==> config.mk <==
export PLATFORM = sky130hd
export DESIGN_NAME = uart_mmio_sequencer
export DESIGN_NICKNAME = d
export VERILOG_FILES = /design/src/rtl/uart_mmio_sequencer.sv
export SDC_FILE = /design/constraint.sdc
export NUM_CORES = 1
export LEC_CHECK = 0
export ABC_CLOCK_PERIOD_IN_PS = 5550
export CELL_PAD_IN_SITES_DETAIL_PLACEMENT = 1
export CELL_PAD_IN_SITES_GLOBAL_PLACEMENT = 1
export CORE_AREA = 2 2 117 119
export DETAILED_ROUTE_END_ITERATION = 10
export DIE_AREA = 0 0 119 121
export GPL_TIMING_DRIVEN = 1
export PLACE_DENSITY_LB_ADDON = 0.3
export REMOVE_ABC_BUFFERS = 1
export SLEW_MARGIN = 20
export SYNTH_ARGS = -nofsm -noshare
export SYNTH_HDL_FRONTEND = slang
export SYNTH_SLANG_ARGS = --single-unit
==> constraint.sdc <==
create_clock -name clk -period 5.55 [get_ports clk]
set_input_delay 1.3875 -clock clk [delete_from_list [all_inputs] [get_ports clk]]
set_output_delay 1.3875 -clock clk [all_outputs]
set_load 0.005 [all_outputs]
==> src/rtl/uart_mmio_sequencer.sv <==
// Drives the UART IP register port in place of the CPU: buffers TX bytes, runs the
// load/start/release/finish handshake per byte, and drains received bytes to a consumer.
module uart_mmio_sequencer #(
    parameter int DATA_WIDTH = 32,
    parameter int FIFO_DEPTH = 8,
    parameter int START_WAIT = 16,
    parameter int TX_TIMEOUT = 200000
) (
    input  logic                  clk,
    input  logic                  rst_n,
    input  logic [7:0]            tx_byte,
    input  logic                  tx_push,
    output logic                  tx_full,
    output logic                  tx_empty,
    output logic [7:0]            rx_byte,
    output logic                  rx_valid,
    output logic                  busy,
    output logic                  tx_timeout,
    input  logic                  err_clr,
    output logic [DATA_WIDTH-1:0] uart_address,
    output logic [DATA_WIDTH-1:0] uart_wd,
    output logic                  uart_we,
    input  logic [DATA_WIDTH-1:0] uart_rd
);
    localparam int AW        = $clog2(FIFO_DEPTH);
    localparam int PW        = AW + 1;
    localparam int CNT_MAX_V = (START_WAIT > TX_TIMEOUT) ? START_WAIT : TX_TIMEOUT;
    localparam int CW        = $clog2(CNT_MAX_V + 1);

    localparam logic [CW-1:0] START_LIM   = CW'(START_WAIT);
    localparam logic [CW-1:0] TIMEOUT_LIM = CW'(TX_TIMEOUT);

    localparam logic [DATA_WIDTH-1:0] REG_TX_DATA   = DATA_WIDTH'(1);
    localparam logic [DATA_WIDTH-1:0] REG_TX_START  = DATA_WIDTH'(2);
    localparam logic [DATA_WIDTH-1:0] REG_TX_FINISH = DATA_WIDTH'(3);
    localparam logic [DATA_WIDTH-1:0] REG_RX_DATA   = DATA_WIDTH'(4);
    localparam logic [DATA_WIDTH-1:0] REG_RX_FLAG   = DATA_WIDTH'(5);
    localparam logic [DATA_WIDTH-1:0] REG_RX_CLR    = DATA_WIDTH'(6);
    localparam logic [DATA_WIDTH-1:0] WD_ONE        = DATA_WIDTH'(1);

    typedef enum logic [3:0] {
        IDLE, RX_READ, RX_CLR1, RX_CLR0, TX_LOAD, TX_GO, TX_REL, TX_WLOW, TX_WHIGH
    } state_t;

    state_t          state;
    logic [CW-1:0]   wait_cnt;
    logic [7:0]      fifo_mem [FIFO_DEPTH];
    logic [PW-1:0]   wr_ptr;
    logic [PW-1:0]   rd_ptr;
    logic [7:0]      fifo_head;
    logic            push_ok;
    logic            pop;
    logic            unused_rd;

    assign unused_rd = ^uart_rd[DATA_WIDTH-1:8];

    assign tx_empty  = (wr_ptr == rd_ptr);
    assign tx_full   = (wr_ptr[PW-1] != rd_ptr[PW-1]) && (wr_ptr[AW-1:0] == rd_ptr[AW-1:0]);
    assign push_ok   = tx_push && !tx_full;
    assign pop       = (state == TX_LOAD);
    assign fifo_head = fifo_mem[rd_ptr[AW-1:0]];
    assign busy      = (state != IDLE);

    // NOTE: the storage array has no reset; the pointers alone decide which entries are valid.
    always_ff @(posedge clk) begin
        if (push_ok) fifo_mem[wr_ptr[AW-1:0]] <= tx_byte;
    end

    always_ff @(posedge clk or negedge rst_n) begin
        if (!rst_n) begin
            wr_ptr <= '0;
            rd_ptr <= '0;
        end else begin
            if (push_ok) wr_ptr <= wr_ptr + 1'b1;
            if (pop)     rd_ptr <= rd_ptr + 1'b1;
        end
    end

    // Each branch loads the bus outputs for the state being entered, so they are registered.
    always_ff @(posedge clk or negedge rst_n) begin
        if (!rst_n) begin
            state        <= IDLE;
            uart_address <= REG_RX_FLAG;
            uart_wd      <= '0;
            uart_we      <= 1'b0;
            rx_byte      <= '0;
            rx_valid     <= 1'b0;
            tx_timeout   <= 1'b0;
            wait_cnt     <= '0;
        end else begin
            uart_we  <= 1'b0;
            rx_valid <= 1'b0;
            case (state)
                IDLE: begin
                    if (uart_rd[0]) begin
                        state        <= RX_READ;
                        uart_address <= REG_RX_DATA;
                    end else if (!tx_empty) begin
                        state        <= TX_LOAD;
                        uart_address <= REG_TX_DATA;
                        uart_wd      <= {{(DATA_WIDTH-8){1'b0}}, fifo_head};
                        uart_we      <= 1'b1;
                    end
                end
                RX_READ: begin
                    rx_byte      <= uart_rd[7:0];
                    rx_valid     <= 1'b1;
                    state        <= RX_CLR1;
                    uart_address <= REG_RX_CLR;
                    uart_wd      <= WD_ONE;
                    uart_we      <= 1'b1;
                end
                RX_CLR1: begin
                    state        <= RX_CLR0;
                    uart_address <= REG_RX_CLR;
                    uart_wd      <= '0;
                    uart_we      <= 1'b1;
                end
                RX_CLR0: begin
                    state        <= IDLE;
                    uart_address <= REG_RX_FLAG;
                end
                TX_LOAD: begin
                    state        <= TX_GO;
                    uart_address <= REG_TX_START;
                    uart_wd      <= WD_ONE;
                    uart_we      <= 1'b1;
                end
                TX_GO: begin
                    state        <= TX_REL;
                    uart_address <= REG_TX_START;
                    uart_wd      <= '0;
                    uart_we      <= 1'b1;
                end
                TX_REL: begin
                    state        <= TX_WLOW;
                    uart_address <= REG_TX_FINISH;
                    wait_cnt     <= '0;
                end
                TX_WLOW: begin
                    // A UART that finishes before we look never shows finish low; bail out after START_WAIT.
                    if (!uart_rd[0] || wait_cnt >= START_LIM) begin
                        state    <= TX_WHIGH;
                        wait_cnt <= '0;
                    end else begin
                        wait_cnt <= (wait_cnt == '1) ? wait_cnt : wait_cnt + 1'b1;
                    end
                end
                TX_WHIGH: begin
                    if (uart_rd[0]) begin
                        state        <= IDLE;
                        uart_address <= REG_RX_FLAG;
                    end else if (wait_cnt >= TIMEOUT_LIM) begin
                        tx_timeout   <= 1'b1;
                        state        <= IDLE;
                        uart_address <= REG_RX_FLAG;
                    end else begin
                        wait_cnt <= (wait_cnt == '1) ? wait_cnt : wait_cnt + 1'b1;
                    end
                end
                default: begin
                    state        <= IDLE;
                    uart_address <= REG_RX_FLAG;
                end
            endcase
            if (err_clr) tx_timeout <= 1'b0;
        end
    end
endmodule

# Word-level counts from Yosys, hierarchy flattened
# Memories as Yosys holds them, arrays and structs flattened.
# Index checks and enable logic that the tools add are counted.
# word_totals
register_bits	105
memories	1
input_bits	44
ramBits	64
elab_cells	86
out_inout_bits	78
# op_classes
muxes	29
reduce_logical	21
eq_ne	19
n_addsub	3
n_lt_le_gt_ge	2
bitwise_logic	1
# mem_list
name	words	word_bits	read_ports	rd_clocked_by_memory_dff	wr	line	rtl
fifo_mem	8	8	1	0	1	47	logic [7:0] fifo_mem [FIFO_DEPTH];
# ops
op	count
$mux 32	6
$pmux 32 s6	1
$pmux 32 s3	1
$mux 18	4
$pmux 18 s3	1
$pmux 4 s8	1
$mux 4	5
$add 18x1->18 const B	1
$eq 18x18->1 const B	1
$ge 18x18->1 const B	1
$ge 18x5->1 const B	1
$eq 4x3->1 const B	4
$reduce_and 3->1	5
$ne 2x2->1 const B	6
$mux 1	9
$add 4x1->4 const B	2
$reduce_or 2->1	4
$ne 3x3->1 const B	2
$reduce_bool 3->1	2
$eq 4x1->1 const B	1
$eq 4x2->1 const B	1
$eq 4x4->1	1
$eq 4x4->1 const B	1
$logic_not 4->1	1
other kinds (10)	13

# Depth between registers and ports, before layout
# depth
word_depth	6
ltp_mapped	7
mapped_depth_nobuf	6

# Worst setup path before layout
# Ideal clock, no wire load.
# synth_timing
path_kind	input port to flip-flop
from	input tx_push
to	memory fifo_mem[4][0], enable pin
path_stages	4
n_path_buf	0
arrival_ps	2530
required_ps	5167
slack_ps	2636
setup_time_ps	383
cell_sequence	inv_1 -> a41oi_1 -> nand2_1 -> nor3_1
# synth_via
elab_chain_cells	3
# synth_rtl
item	line	rtl
start, declared	12	input logic tx_push,
$logic_and 1x1->1	59	assign push_ok = tx_push && !tx_full;
$mux 1	66	if (push_ok) fifo_mem[wr_ptr[AW-1:0]] <= tx_byte;
$mux 1 (not written as such)	66	
end, declared	47	
# Every way passes these cells.

# Final worst setup path
# layout_timing
from	register rd_ptr[1]
to	output tx_empty
# layout_via
elab_chain_cells	1
# layout_rtl
item	line	rtl
start, declared	49	logic [PW-1:0] rd_ptr;
start signal, assigned	75	if (pop) rd_ptr <= rd_ptr + 1'b1;
$eq 4x4->1	57	assign tx_empty = (wr_ptr == rd_ptr);
end, declared	14	output logic tx_empty,
# Every way passes these cells.

==> impl_results.md <==
* Status: complete, no violations
* Maximum vdd drop at 0.3526 mV
* Data required, critical path at 4.16 ns
* Synth top area cells: edfxtp_1 (34%), dfrtp_1 (22%), buf_4 (8.0%)
* Worst slew pin tran at 1.054 ns
* Tcrit/Tclk final at 0.7037
* CTS buffer count at 17
* First-pass GRT wire length at 19,840 um
* Ys Warns at 0
* Setup Buffers After CTS at 0
* Sink Count at 116
* Seq/Total Area, Yosys at 0.5723
* DRT Pass-1 Iters at 4
* Number of global-route vias before repair at 3,726
* Post-layout minimum cycle time at 3.906 ns
* Starting density of the core at 0.4308
* Area leader, netlist: edfxtp_1
* Synthesized area at 5637 um2
* Total of max-cap violations at 0
* Resized Gates After CTS at 0
* FMAX at 256.0 MHz
* Pins Over Slew Limit at 0
* Worst R2R Path Depth at 4
* CP bufs+invs at 2
* Die span in x at 119 um
* PwrDens at 516.9 nW/um2
* Crit path depth at 4
* Via/cell ratio at 5.251
* CP endpoint kind: output port
* Post-synth top flop: edfxtp_1
* Pin count of the biggest net entering global routing at 53
* Initial antenna violation count at 0
* FF+latch count, synth at 116
* Worst hold slack at 0.4660 ns
* Number of synthesized flops with an enable pin at 64
* Asr flop ratio synth at 0.4483
* Final HPWL DP at 8211 um
* Pint at 0.002274 W
* RSZ-0062 raised after global routing: no
* Area share of the largest cell type after synthesis at 0.3410
* Clk_skew at 0.01146 ns
* Antenna diode count at 0
* LEAKAGE at 2.535 nW
* DRT antenna net count at 0
* Relative max-transition margin at 0.2958
* H-Tree Depth at 4
* I/O pins at 122
* Clock Tree Root: clkbuf_16
* Crit-path max FO at 20
* Num rows at 42
* DRC errors left at 0
* Worst Hold Class: register to register
* Combinational power share at 0.305
* Clock Pin Slew Worst Setup and Hold Paths at 0.06 ns
* P_sw at 0.001129 W
* Mean Syn Cell Area at 12.93 um2
* Layout cell share with drive strength beyond 1 at 0.1599
* Area growth, synth to finish at 16.80%
* DRT iter0 DRCs at 191
* Crit path DAT at 2.52 ns
* Netlist cell types at 59
* Crit-path leading delay family: flip-flops
* CORE AREA at 13,090 um2
* TritonCTS clock tree: yes
* Grt ovf at 0
* Post-Synthesis Cells at 436
* Final hold vios at 0
* Clock Power Share at 0.307
* Crit-path cells: xnor2_1 -> nand4b_1 -> inv_1 -> clkdlybuf4s50_1
* Switch share at 0.3317
* Clock Latency Late Sink at 0.41 ns
* Die Y at 121 um
* Startpoint types: register
* Layout net count at 529
* Hold_buf cts at 0
* Post-DR wirelength/cell at 18.53 um
* Crit-path max cell delay at 0.96 ns
* Min-Delay Path Depth at 2
* Total negative slack at 0 ns
* GPL Wtd Cong at 0.8245
* Setup violators final at 0
* IO buf count at 44
* Seq pwr share at 0.389
* Clk buf depth at 2
* Die area at 14,400 um2
* WL final at 12,410 um
* GR Util All Layers at 0.1827
* Slowest cell on the critical path: dfrtp_1
* WS Path Type: register to output port
* Via count at 3,518
[flip-flops by register name (all words and copies together) (netlist names)]
name / flops
rx_valid: 1
fifo_mem: 64
wr_ptr: 4
state: 4
rd_ptr: 4
rx_byte: 8
uart_we: 1
uart_address: 3
uart_wd: 8
tx_timeout: 1
wait_cnt: 18
[final cells by class]
cell class                 instances  area, um2
tap                              176      220.2
fill                            1339       6501
clock inverter                    14      137.6
sequential                       116       3226
inverter                          19      71.32
clock buffer                      18      429.2
multi-input combinational        278       2027
timing repair buffer              49      473.0
[stage by stage]
stage / instances / power (W) / worst slack [ns] / area, um2 / utilization
2_1_floorplan: 413 / 0.001927 / 2.636 / 5309 / -
3_5_place_dp: 638 / 0.002376 / 1.776 / 6013 / 0.4596
5_1_grt: 670 / 0.003593 / 1.499 / 6584 / 0.5032
4_1_cts: 670 / 0.003447 / 1.632 / 6580 / 0.5029
6_report: 670 / 0.003403 / 1.644 / 6584 / 0.5032
3_3_place_gp: 638 / 0.002324 / 1.819 / 6013 / 0.4596
[power by group through the flow]
| stage | Combinational [W] | Sequential (W) | Clock [W] |
|---|---|---|---|
| 5_1_grt | 0.00114 | 0.00135 | 0.00110 |
| 3_3_place_gp | 0.00101 | 0.00132 | 0 |
| 6_report | 0.00104 | 0.00132 | 0.00104 |
| 4_1_cts | 0.00106 | 0.00133 | 0.00107 |
| 2_1_floorplan | 0.000618 | 0.00131 | 0 |
| 3_5_place_dp | 0.00104 | 0.00134 | 0 |
[synthesized netlist by cell type (all sizes together), types with 5 or more instances]
library cell,count
o31ai,8
a21oi,14
nand2b,5
mux2,11
o21ai,11
edfxtp,64
nor4,5
and3,5
inv,19
nand3,9
nand2,21
clkbuf,5
and4,5
dfrtp,50
nand4,11
a22o,7
nor2,19
mux2i,8
xnor2,7
nor3,8
mux4,16
buf,70
[worst reg2reg max path: stages (launching register included)]
cell	delay, ns
dfrtp_1	0.96
xnor2_1	0.24
a41oi_1	0.51
nand2_1	0.22
nor2_1	0.79
[layout by cell type (no fill, tap or decap), types with 5 or more instances in the layout]
cell	Yosys	layout
nand2_1	21	21
dfrtp_1	50	50
clkbuf_16	0	17
a22o_1	6	6
mux2i_1	8	8
nor3_1	7	6
o31ai_1	8	8
o21ai_0	11	11
mux2_2	11	11
edfxtp_1	64	64
inv_6	0	7
xnor2_1	7	7
conb_1	1	53
nand2b_1	5	5
buf_4	60	5
nor2_1	18	18
clkdlybuf4s50_1	0	43
nand4_1	11	11
a21oi_1	13	12
inv_1	19	19
nand3_1	9	9
mux4_2	16	16
[cells by family (layout without fill, tap and decap cells)]
group,after synthesis,count (layout),synth area share
XOR/XNOR,11,11,0.01709
AND/OR/NAND/NOR,104,104,0.1077
AO/OA/AOI/OAI,71,71,0.08790
adder cells (fa/ha/maj),4,4,0.008879
flip-flops,116,116,0.5723
multiplexers,35,35,0.1001
other,1,53,0.0006653
buffers and inverters,94,100,0.1054
[layer usage]
layer / GRT usage / up-vias / share of wire
li1: - / 1611 / -
met1: 0.2142 / 1799 / 0.42
met2: 0.3204 / 87 / 0.52
met3: 0.04182 / 21 / 0.036
met4: 0.08185 / 0 / 0.021
met5: 0 / - / 0
[worst paths after layout]
check                      slack [ns]         endpoint            start
min in group asynchronous        1.10      wait_cnt[6]            rst_n
setup / recovery                 1.64         tx_empty        rd_ptr[1]
setup reg to reg                 2.45   fifo_mem[7][3]        rd_ptr[1]
hold reg to reg                  0.47  uart_address[0]  uart_address[0]
hold / removal                   0.47  uart_address[0]  uart_address[0]
max in group asynchronous        3.98        rd_ptr[2]            rst_n
No activity file was read; power rests on OpenSTA's default activity.
